[config.mk]
export PLATFORM = sky130hd
export DESIGN_NAME = game_score_ctrl
export DESIGN_NICKNAME = d
export VERILOG_FILES = /design/src/rtl/game_pkg.sv /design/src/rtl/rr_arbiter.sv /design/src/rtl/game_score_ctrl.sv
export SDC_FILE = /design/constraint.sdc
export NUM_CORES = 1
export LEC_CHECK = 0
export CORE_MARGIN = 2
export CORE_UTILIZATION = 55
export CTS_CLUSTER_SIZE = 16
export DETAILED_ROUTE_END_ITERATION = 8
export HOLD_SLACK_MARGIN = 0.12
export PLACE_DENSITY = 0.77
export SKIP_LAST_GASP = 1
export SLEW_MARGIN = 20
export SYNTH_ARGS = -nofsm -noshare
export SYNTH_HDL_FRONTEND = slang
export SYNTH_SLANG_ARGS = --single-unit
[constraint.sdc]
create_clock -name clk -period 4.1 [get_ports clk]
set_input_delay 1.23 -clock clk [delete_from_list [all_inputs] [get_ports clk]]
set_output_delay 1.23 -clock clk [all_outputs]
set_load 0.01 [all_outputs]
[src/rtl/game_pkg.sv]
// game_pkg: shared types and constants for the game score controller.
//   state_e    - game state encoding (ATTRACT=0, PLAY=1, DYING=2, OVER=3)
//   DigitW     - width of one BCD digit
//   BlankDigit - digit code the scoreboard generator renders as blank
//   bcd_inc    - saturating two-digit BCD increment
package game_pkg;

  typedef enum logic [1:0] {
    StAttract = 2'd0,
    StPlay    = 2'd1,
    StDying   = 2'd2,
    StOver    = 2'd3
  } state_e;

  localparam int unsigned DigitW = 4;
  localparam logic [DigitW-1:0] BlankDigit = 4'd15;

  // {tens, units} + 1 in BCD; 99 sticks at 99.
  function automatic logic [7:0] bcd_inc(input logic [7:0] v);
    if (v == 8'h99) begin
      return v;
    end else if (v[3:0] == 4'd9) begin
      return {v[7:4] + 4'd1, 4'd0};
    end else begin
      return {v[7:4], v[3:0] + 4'd1};
    end
  endfunction

endpackage

[src/rtl/rr_arbiter.sv]
// rr_arbiter: round-robin arbiter, at most one grant per cycle.
//   i_clk   - clock
//   i_rst_n - synchronous active-low reset (pointer back to 0)
//   i_en    - grants allowed this cycle
//   i_req   - N request bits
//   o_gnt   - one-hot grant (all zero when idle or disabled)
// The pointer holds the index where the next search starts; it moves to
// one past the granted source.
module rr_arbiter #(
  parameter int unsigned N = 4
) (
  input  logic         i_clk,
  input  logic         i_rst_n,
  input  logic         i_en,
  input  logic [N-1:0] i_req,
  output logic [N-1:0] o_gnt
);

  localparam int unsigned PtrW = (N > 1) ? $clog2(N) : 1;

  logic [PtrW-1:0] r_ptr;
  logic [PtrW-1:0] w_ptr_d;
  logic [PtrW-1:0] w_idx;
  logic [PtrW-1:0] w_j;
  logic [PtrW:0]   w_sum;
  logic            w_found;

  always_comb begin
    o_gnt   = '0;
    w_found = 1'b0;
    w_idx   = '0;
    w_sum   = '0;
    w_j     = '0;
    for (int i = 0; i < int'(N); i++) begin
      // (ptr + i) mod N without a divider
      w_sum = {1'b0, r_ptr} + (PtrW + 1)'(i);
      if (w_sum >= (PtrW + 1)'(N)) begin
        w_sum = w_sum - (PtrW + 1)'(N);
      end
      w_j = w_sum[PtrW-1:0];
      if (i_en && !w_found && i_req[w_j]) begin
        w_found    = 1'b1;
        w_idx      = w_j;
        o_gnt[w_j] = 1'b1;
      end
    end
  end

  always_comb begin
    w_ptr_d = r_ptr;
    if (w_found) begin
      w_ptr_d = (w_idx == PtrW'(N - 1)) ? '0 : w_idx + 1'b1;
    end
  end

  always_ff @(posedge i_clk) begin
    if (!i_rst_n) begin
      r_ptr <= '0;
    end else begin
      r_ptr <= w_ptr_d;
    end
  end

endmodule

[src/rtl/game_score_ctrl.sv]
// game_score_ctrl: owns score/lives and the game state machine.
//   clk         - system clock
//   reset       - synchronous active-low reset
//   vsync       - frame sync; rising edge is the frame tick
//   start       - start button level
//   score_req   - one-cycle score pulses, one per requester
//   die         - one-cycle life-lost pulse
//   score0/1    - displayed score units/tens (BCD), updated on tick only
//   lives       - displayed lives (BCD), updated on tick only
//   state       - game state
//   play_en     - high in PLAY
//   lives_blank - flash control for the lives digit while dying
module game_score_ctrl
  import game_pkg::*;
#(
  parameter int unsigned NSRC         = 4,
  parameter int unsigned START_LIVES  = 3,
  parameter int unsigned DEATH_FRAMES = 64
) (
  input  logic              clk,
  input  logic              reset,
  input  logic              vsync,
  input  logic              start,
  input  logic [NSRC-1:0]   score_req,
  input  logic              die,
  output logic [DigitW-1:0] score0,
  output logic [DigitW-1:0] score1,
  output logic [DigitW-1:0] lives,
  output logic [1:0]        state,
  output logic              play_en,
  output logic              lives_blank
);

  localparam logic [DigitW-1:0] StartLives = DigitW'(START_LIVES);
  localparam logic [7:0]        DeathCnt   = 8'(DEATH_FRAMES);

  state_e            r_state, w_state_d;
  logic              r_play_en;
  logic              r_vsync_q;
  logic [NSRC-1:0]   r_pend, w_pend_d;
  logic [7:0]        r_wscore, w_wscore_d;  // {tens, units}
  logic [DigitW-1:0] r_wlives, w_wlives_d;
  logic [7:0]        r_fcnt, w_fcnt_d;
  logic [DigitW-1:0] r_score0, r_score1, r_lives;
  logic [NSRC-1:0]   w_gnt;
  logic              w_tick;
  logic              w_play;

  assign w_tick = vsync & ~r_vsync_q;
  assign w_play = (r_state == StPlay);

  rr_arbiter #(
    .N(NSRC)
  ) u_arb (
    .i_clk  (clk),
    .i_rst_n(reset),
    .i_en   (w_play),
    .i_req  (r_pend),
    .o_gnt  (w_gnt)
  );

  always_comb begin
    w_state_d  = r_state;
    w_wscore_d = r_wscore;
    w_wlives_d = r_wlives;
    w_fcnt_d   = r_fcnt;
    w_pend_d   = '0;  // pending requests only survive in PLAY
    unique case (r_state)
      StAttract, StOver: begin
        if (start) begin
          w_wscore_d = '0;
          w_wlives_d = StartLives;
          w_state_d  = StPlay;
        end
      end
      StPlay: begin
        // a same-cycle request re-arms a bit that is being granted
        w_pend_d = (r_pend & ~w_gnt) | score_req;
        if (|w_gnt) begin
          w_wscore_d = bcd_inc(r_wscore);
        end
        if (die) begin
          w_wlives_d = r_wlives - 4'd1;
          if (r_wlives == 4'd1) begin
            w_state_d = StOver;
          end else begin
            w_state_d = StDying;
            w_fcnt_d  = DeathCnt;
          end
        end
      end
      StDying: begin
        if (r_fcnt == '0) begin
          w_state_d = StPlay;
        end else if (w_tick) begin
          w_fcnt_d = r_fcnt - 8'd1;
        end
      end
    endcase
  end

  always_ff @(posedge clk) begin
    if (!reset) begin
      r_state   <= StAttract;
      r_play_en <= 1'b0;
      r_vsync_q <= 1'b0;
      r_pend    <= '0;
      r_wscore  <= '0;
      r_wlives  <= StartLives;
      r_fcnt    <= '0;
      r_score0  <= '0;
      r_score1  <= '0;
      r_lives   <= StartLives;
    end else begin
      r_state   <= w_state_d;
      r_play_en <= (w_state_d == StPlay);
      r_vsync_q <= vsync;
      r_pend    <= w_pend_d;
      r_wscore  <= w_wscore_d;
      r_wlives  <= w_wlives_d;
      r_fcnt    <= w_fcnt_d;
      // display samples the work registers as they were before this edge
      if (w_tick) begin
        r_score0 <= r_wscore[3:0];
        r_score1 <= r_wscore[7:4];
        r_lives  <= r_wlives;
      end
    end
  end

  assign score0      = r_score0;
  assign score1      = r_score1;
  assign lives       = r_lives;
  assign state       = r_state;
  assign play_en     = r_play_en;
  assign lives_blank = (r_state == StDying) & r_fcnt[3];

endmodule

Yosys cells after proc, flatten, opt, wreduce, memory -nomap -nowiden

Cells that the tools add are included.

$add $sub $neg: 12
$lt $le $gt $ge: 12
Eq/ne operators: 16
Multiplexer cells: 51
Bitwise operators: 9
Reductions and logical operators: 25

Operator list:

| operator            | number |
|---|---|
| $mux 8              | 8 |
| $pmux 8 s2          | 2 |
| $mux 2              | 12 |
| $mux 4              | 6 |
| $ne 2x2->1 const B  | 8 |
| $or 4x4->4          | 4 |
| $mux 1              | 13 |
| $lt 2x3->1 const B  | 4 |
| $logic_and 1x1->1   | 11 |
| $reduce_and 5->1    | 2 |
| $ge 3x3->1 const B  | 3 |
| $add 4x1->4 const B | 2 |
| $bmux 1 s2          | 4 |
| $demux 1 s2         | 4 |
| $eq 8x8->1 const B  | 1 |
| $ge 2x1->1 const B  | 4 |
| $logic_not 8->1     | 1 |
| $pmux 4 s2          | 1 |
| $sub 2x1->2 const B | 4 |
| $sub 8x1->8 const B | 1 |
| $add 2x2->3 const B | 2 |
| $eq 2x2->1 const B  | 3 |
| $pmux 2 s3          | 1 |
| $and 4x4->4         | 1 |
| other kinds (18)    | 23 |

Flip-flop bits (word level): 42
Input bits: 9
Output and inout bits: 16
Logic and storage cells: 137

Depth between registers and ports, before layout

Depth after elaboration: 21
Mapped depth: 12
Gate-level depth less buffers: 9

Cells and area by module

From an unflattened synthesis, not the netlist that was laid out.

Cells, all modules: 322
Area total of the unflattened synthesis: 2753.9 um^2

Modules (own cells, without submodules):

| module          | times used | cells each | area an instance (um^2) | seq. area each (um^2) |
|---|---|---|---|---|
| game_score_ctrl | 1          | 243        | 2059.5                  | 800.8 |
| rr_arbiter      | 1          | 79         | 694.4                   | 40.0 |

Worst setup path after synthesis

No wires, ideal clock.

Path type: register to register
From: register with a tool-made name
To: register r_wscore[0]
Setup time: 0.072 ns
Arrival: 2.916 ns
Data required time: 4.028 ns
Setup slack: 1.113 ns
Stages on the path, launching flop included: 13
Path buffers: 3
Period minus slack after synthesis: 2.987 ns
Cell sequence: dfxtp_1 > buf_6 > inv_1 > ha_1 > buf_2 > mux4_2 > and2_4 > a31oi_4 > o2111ai_2 > nor4_4 > nand2b_1 > buf_6 > mux2i_1

RTL lines:

| what                   | line                   | source |
|---|---|---|
| end signal: assignment | game_score_ctrl.sv:119 | `r_wscore <= w_wscore_d;` |
| end: declaration       | game_score_ctrl.sv:41  | `logic [7:0] r_wscore, w_wscore_d;` |

Final worst setup path

From: register u_arb.r_ptr[1]
To: register r_wscore[0]

Word-level cells in the longest chain between the ends: 21
Elaborated cells on any way between the ends: 66
Those cells by class: add/sub (7); order compare (12); eq/ne (1); mux (27); bitwise (3); reduce/logical (16)

RTL lines:

| what                                                                 | line                  | source |
|---|---|---|
| start: declaration                                                   | rr_arbiter.sv:21      | `logic [PtrW-1:0] r_ptr;` |
| start signal: assignment                                             | rr_arbiter.sv:60      | `r_ptr <= w_ptr_d;` |
| parallel branches: the longest is 17 deep, another holds $add 2x1->3 | -                     |  |
| $mux 4 *                                                             | rr_arbiter.sv:41      | `if (i_en && !w_found && i_req[w_j]) begin` |
| $reduce_or 4->1 *                                                    | game_score_ctrl.sv:79 | `if (\|w_gnt) begin` |
| $ne 2x2->1 (no line) *                                               | -                     |  |
| $reduce_and 4->1 (no line) *                                         | -                     |  |

Every way passes the cells marked *. The select of a mux whose other input is x is not followed.
A chain may end at the register's enable or synchronous reset.

==> impl_metrics.prom <==
# TYPE chip_impl_metric gauge
chip_impl_metric{name="grt_usage",unit="%"} 22.49
chip_impl_metric{name="post_synth_num_cell_types",unit=""} 58
chip_impl_info{name="setup.worst_path.end_class",value="flop"} 1
chip_impl_metric{name="floorplan.die_area",unit="um^2"} 5231
chip_impl_metric{name="worst_ir_drop_vdd",unit="mV"} 0.2672
chip_impl_metric{name="cts_resized",unit=""} 0
chip_impl_metric{name="total_global_routing_overflow",unit=""} 0
chip_impl_metric{name="clock-sinks",unit=""} 42
chip_impl_info{name="timing.hold.worst.start",value="score0[3]"} 1
chip_impl_metric{name="worstMarginPinSlew",unit="ps"} 547.3
chip_impl_metric{name="area_added_between_synthesis_and_finish",unit="%"} 15.79
chip_impl_metric{name="post-synth-top-area-fraction",unit="%"} 32.75
chip_impl_metric{name="worst_ep_required_time",unit="ps"} 4330
chip_impl_metric{name="final_antenna_net_count",unit=""} 0
chip_impl_metric{name="max_cap_violations",unit=""} 0
chip_impl_metric{name="dp_hpwl",unit="um"} 3966
chip_impl_metric{name="dp.cells",unit=""} 375
chip_impl_info{name="status",value="finished, final reports clean"} 1
chip_impl_metric{name="final_layout_size_suffix_gt1_share",unit="%"} 10.88
chip_impl_info{name="global_route.peak_usage_layer",value="met2"} 1
chip_impl_metric{name="synthCells",unit=""} 307
chip_impl_metric{name="grt_antenna_before_repair",unit=""} 0
chip_impl_metric{name="postSynth.asyncResetShare",unit="%"} 0
chip_impl_metric{name="first_iter_violations",unit=""} 179
chip_impl_metric{name="layout_worst_path_cycle_share",unit="%"} 84.49
chip_impl_metric{name="place_area",unit="um^2"} 2835
chip_impl_metric{name="cp_data_arrival_time",unit="ps"} 3690
chip_impl_metric{name="setup_viol_count_final",unit=""} 0
chip_impl_metric{name="report.final.slew_viol_count",unit=""} 0
chip_impl_metric{name="layout.nets",unit=""} 357
chip_impl_metric{name="power.leakage",unit="uW"} 0.001146
chip_impl_info{name="synthTopCellsByArea",value="dfxtp_1 (33%), ha_1 (8.8%), nand2_1 (7.9%), a21oi_1 (3.7%), mux4_2 (3.5%)"} 1
chip_impl_metric{name="slew-limit-headroom",unit="%"} 63.03
chip_impl_info{name="clk_root_buffer_cell",value="clkbuf_8"} 1
chip_impl_metric{name="timing.final.hold_violations",unit=""} 0
chip_impl_metric{name="grt.met1_usage",unit="%"} 30.88
chip_impl_metric{name="use_met2",unit="%"} 36.39
chip_impl_info{name="flip_flop_cell_with_the_highest_count_after_synthesis",value="dfxtp_1"} 1
chip_impl_metric{name="synth-warning-count",unit=""} 0
chip_impl_metric{name="drc",unit=""} 0
chip_impl_metric{name="worst_skew_pair.late_latency",unit="ps"} 290
chip_impl_metric{name="fin_tns_setup",unit="ps"} 0
chip_impl_metric{name="worst_setup_hold_path_clk_slew",unit="ps"} 80
chip_impl_metric{name="stdcell_area",unit="um^2"} 2973
chip_impl_metric{name="cts_setup_buffers",unit=""} 0
chip_impl_info{name="clock_tree_from_tritoncts",value="yes"} 1
chip_impl_metric{name="gp_congestion",unit=""} 0.9355
chip_impl_metric{name="port-buffer-count",unit=""} 24
chip_impl_metric{name="register_area_share_after_synthesis",unit="%"} 32.75
chip_impl_info{name="class_of_the_most_critical_setup_path",value="flop to flop"} 1
chip_impl_metric{name="row_cnt",unit=""} 24
chip_impl_metric{name="timing.reg2reg.worst_path_depth",unit=""} 9
chip_impl_metric{name="initial_utilization",unit="%"} 58.16
chip_impl_metric{name="drt_first_pass_iters",unit=""} 5
chip_impl_metric{name="crit_fanout",unit=""} 11
chip_impl_info{name="worst_hold_path_ep",value="score0[3]"} 1
chip_impl_metric{name="ios",unit=""} 25
chip_impl_metric{name="grt_first_pass_wirelength",unit="um"} 9377
chip_impl_metric{name="avgSynthCellArea",unit="um^2"} 8.363
chip_impl_metric{name="netlist_area",unit="um^2"} 2567
chip_impl_metric{name="fillers",unit=""} 362
chip_impl_metric{name="viasPerCell",unit=""} 5.872
chip_impl_metric{name="postRouteWirelength",unit="um"} 5581
chip_impl_info{name="hold_path_class",value="flop to flop"} 1
chip_impl_metric{name="synthesis_stage_register_bit_count",unit=""} 42
chip_impl_metric{name="r2r_setup_slack",unit="ps"} 640
chip_impl_metric{name="layout_min_cycle_time",unit="ps"} 3464
chip_impl_info{name="grt_setup_unrepaired",value="false"} 1
chip_impl_metric{name="power.total",unit="uW"} 1626
chip_impl_info{name="netlist.top_cell.by_area",value="dfxtp_1"} 1
chip_impl_info{name="timing.rr.end",value="r_wscore[0]"} 1
chip_impl_metric{name="fmaxAchievable",unit="GHz"} 0.2887
chip_impl_metric{name="first_global_vias",unit=""} 2038
chip_impl_metric{name="power-per-cell-area",unit="nW/um^2"} 547.1
chip_impl_metric{name="cts.path.max_buffers",unit=""} 2
chip_impl_metric{name="worst_clock_skew",unit="ps"} 4.377
chip_impl_metric{name="synth_edf_count",unit=""} 0
chip_impl_metric{name="wire_per_inst",unit="um"} 14.57
chip_impl_metric{name="synth_fp_nets",unit=""} 334
chip_impl_metric{name="cts_hold_repair.buffers",unit=""} 0
chip_impl_metric{name="placeableCoreArea",unit="um^2"} 4414
chip_impl_metric{name="die_width",unit="um"} 72.33
chip_impl_info{name="crit_path_start_kind",value="flop"} 1
chip_impl_metric{name="htree_num_levels",unit=""} 2
chip_impl_metric{name="post_route_insts_no_fill",unit=""} 383
chip_impl_metric{name="dr_total_vias",unit=""} 2249
chip_impl_metric{name="tritoncts.num_buffers",unit=""} 5
chip_impl_info{name="r2r-start",value="u_arb.r_ptr[1]"} 1
chip_impl_metric{name="grt_start_max_net_pins",unit=""} 21
chip_impl_metric{name="die_h",unit="um"} 72.33
chip_impl_metric{name="met3_usage",unit="%"} 4.167
chip_impl_metric{name="diodes",unit=""} 0
chip_impl_metric{name="hold_path_depth",unit=""} 2
[flip-flops by register name, indices dropped and copies added, names as in the netlist, 2 cells and up, named ones only]
signal / flops
r_fcnt: 8
state: 2
r_wlives: 4
r_wscore: 8
lives: 4
score0: 4
score1: 4
r_pend: 4
[cells in the final DEF, fill, tap and decap left out, types with 6 or more instances in the layout]
cell type,n
nand2b_1,6
inv_1,19
nand2_1,54
clkdlybuf4s50_1,24
a21oi_1,19
ha_1,18
o21ai_0,17
nor2_1,24
dfxtp_1,42
[layout make-up]
type / instances / area (um^2) / area share (%)
clock buffer: 5 / 68.82 / 2.315
tap: 52 / 65.06 / 2.189
timing repair buffer: 29 / 277.8 / 9.343
multi-input combinational: 233 / 1580 / 53.16
sequential: 42 / 840.8 / 28.28
inverter: 19 / 71.32 / 2.399
clock inverter: 3 / 68.82 / 2.315
[cells in the mapped netlist (2+ instances only)]
master,count
or2_2,2
clkbuf_1,7
dfxtp_1,42
o22ai_1,2
a31oi_1,5
mux4_2,4
or4_1,2
mux2_2,4
mux2i_1,5
a221oi_1,2
nor2_1,24
and2_1,4
buf_6,3
nor3_1,5
nor2b_1,2
a21o_1,2
inv_1,19
ha_1,18
o32ai_1,2
nand3_1,2
nand4b_1,4
o21ai_0,17
and3_2,3
xor2_1,5
a21boi_0,2
o211ai_1,5
nand2_1,54
buf_2,3
nand2b_1,6
o21a_1,3
and3_1,2
or3_1,3
a21oi_1,19
[worst max-delay path by stage]
stage | to | start | slack (ps) | cells past startpoint
3_5_place_dp | r_wscore[0] | u_arb.r_ptr[1] | 660 | 9
5_1_grt | r_wscore[1] | u_arb.r_ptr[1] | 350 | 9
2_1_floorplan | r_wscore[0] | flop | 1110 | 12
6_report | r_wscore[0] | u_arb.r_ptr[1] | 640 | 9
4_1_cts | r_wscore[0] | u_arb.r_ptr[1] | 640 | 9
3_3_place_gp | r_wscore[1] | u_arb.r_ptr[1] | 810 | 9
[per-layer routing]
layer / vias up / routed length, um
met5: - / 0
li1: 1116 / -
met4: 0 / 58
met1: 1053 / 2527
met2: 70 / 2693
met3: 10 / 301
[power by group]
group	internal, uW	total [uW]	switching, uW
clock network	244	392	148
registers	463	523	59.8
logic	305	712	407
total	1010	1630	615
[stage by stage]
stage | setup slack, ps | utilization, % | hold slack (ps)
finish | 635.7 | 67.35 | 456.7
global route | 345.3 | 67.35 | 482.8
CTS | 635.4 | 67.35 | 457.8
detailed placement | 658.0 | 64.23 | 445.6
global placement | 807.2 | 64.23 | 444.7
floorplan | 1113 | - | 448.6
[cells by family after synthesis]
family | after synthesis | synth area share, %
AND/OR/NAND/NOR | 125 | 24.51
AO/OA/AOI/OAI | 71 | 19.01
flip-flops | 42 | 32.75
buffers and inverters | 32 | 5.702
adder cells (fa/ha/maj) | 18 | 8.772
multiplexers | 13 | 7.213
XOR/XNOR | 6 | 2.047
[critical path, cell delays in order (launching register included)]
cell       delay, ps
dfxtp_1          580
inv_1            190
ha_1             470
mux2_2           370
and4_1           240
o21ai_0          280
o2111ai_2        200
nor4_4           490
nand2b_1         370
mux2i_1          220
No activity file was read; power rests on OpenSTA's default activity.
